==> src/rtl/hilo_pipe.sv <==
// rtl/hilo_pipe.sv - HI/LO register pair with MEM/WB write-back latches and forwarding
// The ex_* inputs are never forwarded in the same cycle so the ALU sees no combinational loop.
module hilo_pipe (
  input  logic        clk,
  input  logic        rst,
  input  logic        ex_we_hi,
  input  logic        ex_we_lo,
  input  logic [31:0] ex_hi,
  input  logic [31:0] ex_lo,
  input  logic        stall_ex,
  input  logic        stall_mem,
  input  logic        flush,
  output logic [31:0] hi,
  output logic [31:0] lo,
  output logic [31:0] arch_hi,
  output logic [31:0] arch_lo
);

  logic        r_mem_we_hi;
  logic        r_mem_we_lo;
  logic [31:0] r_mem_hi;
  logic [31:0] r_mem_lo;
  logic        r_wb_we_hi;
  logic        r_wb_we_lo;
  logic [31:0] r_wb_hi;
  logic [31:0] r_wb_lo;

  always_ff @(posedge clk) begin
    if (rst) begin
      r_mem_we_hi <= 1'b0;
      r_mem_we_lo <= 1'b0;
      r_mem_hi    <= 32'd0;
      r_mem_lo    <= 32'd0;
      r_wb_we_hi  <= 1'b0;
      r_wb_we_lo  <= 1'b0;
      r_wb_hi     <= 32'd0;
      r_wb_lo     <= 32'd0;
      arch_hi     <= 32'd0;
      arch_lo     <= 32'd0;
    end else begin
      if (flush || (!stall_mem && stall_ex)) begin
        r_mem_we_hi <= 1'b0;
        r_mem_we_lo <= 1'b0;
        r_mem_hi    <= 32'd0;
        r_mem_lo    <= 32'd0;
      end else if (!stall_mem) begin
        r_mem_we_hi <= ex_we_hi;
        r_mem_we_lo <= ex_we_lo;
        r_mem_hi    <= ex_hi;
        r_mem_lo    <= ex_lo;
      end

      if (flush || stall_mem) begin
        r_wb_we_hi <= 1'b0;
        r_wb_we_lo <= 1'b0;
        r_wb_hi    <= 32'd0;
        r_wb_lo    <= 32'd0;
      end else begin
        r_wb_we_hi <= r_mem_we_hi;
        r_wb_we_lo <= r_mem_we_lo;
        r_wb_hi    <= r_mem_hi;
        r_wb_lo    <= r_mem_lo;
      end

      // WB is older than any excepting instruction, so it commits regardless of flush/stall
      if (r_wb_we_hi) arch_hi <= r_wb_hi;
      if (r_wb_we_lo) arch_lo <= r_wb_lo;
    end
  end

  always_comb begin
    if (r_mem_we_hi)     hi = r_mem_hi;
    else if (r_wb_we_hi) hi = r_wb_hi;
    else                 hi = arch_hi;

    if (r_mem_we_lo)     lo = r_mem_lo;
    else if (r_wb_we_lo) lo = r_wb_lo;
    else                 lo = arch_lo;
  end

endmodule
==> config.mk <==
export PLATFORM = sky130hd
export DESIGN_NAME = hilo_pipe
export DESIGN_NICKNAME = d
export VERILOG_FILES = /design/src/rtl/hilo_pipe.sv
export SDC_FILE = /design/constraint.sdc
export NUM_CORES = 1
export LEC_CHECK = 0
export BUFFER_PORTS_ARGS = -buffer_cell sky130_fd_sc_hd__buf_4
export CAP_MARGIN = 20
export CORE_ASPECT_RATIO = 0.5
export CORE_MARGIN = 2
export CORE_UTILIZATION = 40
export DETAILED_ROUTE_END_ITERATION = 8
export MAX_ROUTING_LAYER = met4
export PLACE_DENSITY = 0.74
export SYNTH_ARGS = -nofsm -noshare
export SYNTH_HDL_FRONTEND = slang
export SYNTH_SLANG_ARGS = --single-unit
==> constraint.sdc <==
create_clock -name clk -period 3.07 [get_ports clk]
set_input_delay 0.307 -clock clk [delete_from_list [all_inputs] [get_ports clk]]
set_output_delay 0.307 -clock clk [all_outputs]
set_load 0.1 [all_outputs]
==> key figures <==
Critical path
  – Cells on worst reg2reg path: 2
  – Critical Path Max Stage Delay: 920 ps
  – CP max-delay cell: dfxtp_2
  – CP Data Required Time: 2760 ps
  – Top cell by count, worst path: mux2_2
  – Worst reg2reg path startpoint: r_wb_we_lo$_SDFF_PP0_
  – Setup crit end kind: primary output
  – Crit path DAT: 2280 ps
  – Reg2reg end: arch_lo[18]$_SDFF_PP0_
  – Setup CP Type: reg2out
  – R2R setup slack: 1440 ps
  – Cells along the critical path: mux2_2 -> mux2_2 -> buf_4
  – Worst Setup Start Kind: flip-flop
  – CP delay by family, top: flip-flops
  – Worst-path maximum fanout: 32
  – CP bufs+invs: 1

Clock tree
  – Clock sink count: 196
  – Clk buf depth: 2
  – Clock-pin slew on the worst setup and hold paths: 80 ps
  – Post-CTS Hold Buffers: 0
  – Post-CTS Setup Bufs: 0
  – Clock network latency to the later pin of the worst-skew pair: 420 ps
  – Clk root buf: clkbuf_16
  – H-tree depth: 4
  – Post-CTS sizing: 0
  – CTS tree: done
  – Num CTS Buffers: 17

Drt
  – Vias per inst: 4.68
  – Routed wire length: 17.6 mm
  – Pre-antenna DRT Iters: 4
  – Wire per inst: 15.3 µm
  – Routed Antenna Nets: 0
  – Routed vias: 5370
  – DRC Markers: 0
  – DR iter-0 viols: 130

Timing
  – Final Skew: 12.0 ps
  – Final Cycle Share: 84.1%
  – Final Hold Fails: 0
  – Min Hold Slack: 233 ps
  – Slew HR: 39.2%
  – Final min period: 2580 ps
  – Count of final max-slew check failures: 0
  – Worst Tran Pin Value: 913 ps
  – Fmax: 387 MHz
  – Unrepaired setup endpoints after global routing: no
  – Setup violators final: 0
  – Setup TNS: 0 ps

Synth
  – Simple-gate share of the synthesized area: 21.6%
  – XOR/XNOR Fraction of Synth Area: 0%
  – Synth Instances: 712
  – Sequential element share of the synthesized area: 51.2%
  – Compound-Gate Fraction of Synth Area: 4.31%
  – Mapped cell area: 7660 µm²
  – Mux contribution to synthesized area: 18.8%
  – Distinct cell type count after synthesis: 17
  – Mapped Nets: 783
  – Largest family of logic cells by synthesized area: simple AND/OR/NAND/NOR gates
  – Syn avg cell area: 10.8 µm²
  – YS warnings: 0
  – Post-Synth Adder-Cell Area: 0%
  – #FFs+latches synth: 196

Finish
  – Final #Nets: 947
  – Final std cells w/o fill: 1148
  – FILL cells: 1735
  – Layout cells sized above 1: 40.8%
  – Antenna cells: 0
  – Area grow syn2layout: 28.1%

Global route
  – Initial antenna violation count: 0
  – Total GRT Usage: 17.8%
  – GR Overflow Total: 0
  – First-pass GRT wire length: 27.1 mm
  – Largest net degree at the start of global routing: 79
  – Number of global-route vias before repair: 5380

Power
  – Leakage: 4.22 nW
  – Max VDD drop: 368 µV
  – Power Density: 502 nW/µm²

Floorplanning
  – Die X: 200 µm
  – # IOs: 199
  – Initial core utilization: 41.2%
  – Row count: 35
  – Die height: 102 µm
  – Core ar.: 18600 µm²
  – Die ar.: 20300 µm²

Min path
  – End of the worst hold path: r_mem_lo[9]$_SDFFE_PP0N_
  – HP Class: in2reg
  – Hold Crit Start: ex_lo[9]
  – Hold path depth: 3

Placed design
  – Placed cells: 1116
  – Gp weighted congestion: 0.773
  – Detailed placement HPWL: 11.3 mm
  – Port bufs: 198

Outcome
  – Status: finished, final reports clean

Job
  – Max cap viols: 0
-- worst max-delay path by stage --
stage | startpoint | to | slack (ps) | cells past startpoint
2_1_floorplan | arch_hi[0]$_SDFF_PP0_ | hi[0] | 1050 | 2
3_3_place_gp | rst | r_mem_lo[20]$_SDFFE_PP0N_ | 890 | 4
3_5_place_dp | rst | r_mem_lo[2]$_SDFFE_PP0N_ | 850 | 4
4_1_cts | r_wb_we_lo$_SDFF_PP0_ | lo[3] | 460 | 3
5_1_grt | r_wb_we_lo$_SDFF_PP0_ | lo[19] | 380 | 3
6_report | r_wb_we_lo$_SDFF_PP0_ | lo[0] | 490 | 3
-- cell usage in the layout, fill, tap and decap left out --
master     instances
inv_8              3
clkinv_2           2
dfxtp_2            4
or3b_2             5
clkbuf_1           1
clkinv_8           2
buf_12             3
clkbuf_16         17
and2_1            66
inv_6              7
mux2_2           118
a21oi_1           66
or2_2              1
nand2_1           66
nor3_4             1
dfxtp_1          192
nor2b_1           64
buf_4            200
mux2_1            10
or3b_1            61
-- logic make-up after synthesis --
| kind of cell | count (synthesis) |
|---|---|
| AOI/OAI and AO/OA | 66 |
| buffers and inverters | 58 |
| DFF | 196 |
| muxes | 128 |
| and+or+nand+nor | 264 |
-- where the power goes --
group / switching (W) / internal (W) / total [W]
combinational: 0.000117 / 0.000105 / 0.000222
sequential: 0.0000190 / 0.00256 / 0.00258
clock: 0.00104 / 0.00109 / 0.00213
-- flip-flops by register name, indices dropped and copies added (netlist names) --
name,count
arch_hi,32
r_mem_we_hi,1
r_wb_we_hi,1
r_mem_hi,32
r_wb_we_lo,1
arch_lo,32
r_wb_hi,32
r_mem_we_lo,1
r_wb_lo,32
r_mem_lo,32
-- through the flow --
stage          total power, W  area, µm²  utilization [%]  setup WS (ps)
2_1_floorplan         0.00276       7660                -           1050
3_3_place_gp          0.00286       9250             49.8            887
3_5_place_dp          0.00287       9250             49.8            851
4_1_cts               0.00500       9810             52.9            457
5_1_grt               0.00513       9810             52.9            383
6_report              0.00493       9810             52.9            487
-- worst reg2reg max path, cell delays in order, from the launching register on --
cell and delay, ps:
dfxtp_2 920, mux2_2 440, nor2b_1 130
-- synth_stat cells --
library cell	number	area, µm²
dfxtp_1	196	3920
mux2_2	118	1330
a21oi_1	66	330
and2_1	66	413
nand2_1	66	248
nor2b_1	64	400
or3b_1	61	534
clkbuf_1	27	101
buf_2	20	100
mux2_1	10	113
buf_6	8	90.1
or3b_2	5	43.8
buf_1	1	3.75
buf_4	1	7.51
clkbuf_2	1	5.00
nor3_2	1	10.0
or2_2	1	6.26
-- layout make-up --
cell class | instances | area (µm²) | share of cell area, %
clock buffers | 18 | 429 | 4.37
clock inverters | 14 | 138 | 1.40
multi-input cells | 458 | 3430 | 35.0
flip-flops and latches | 196 | 3930 | 40.0
well taps | 259 | 324 | 3.30
repair buffers | 203 | 1560 | 15.9
-- layer usage --
metal / vias up / GRT usage [%] / share of wire (%) / routed length [µm]
met5: - / - / 0 / 0
met4: 0 / 5.30 / 1.6 / 273
met2: 93 / 32.1 / 51 / 9040
li1: 2706 / - / - / -
met3: 19 / 3.37 / 3.3 / 580
met1: 2552 / 20.2 / 44 / 7700
No activity file was read; power rests on OpenSTA's default activity.
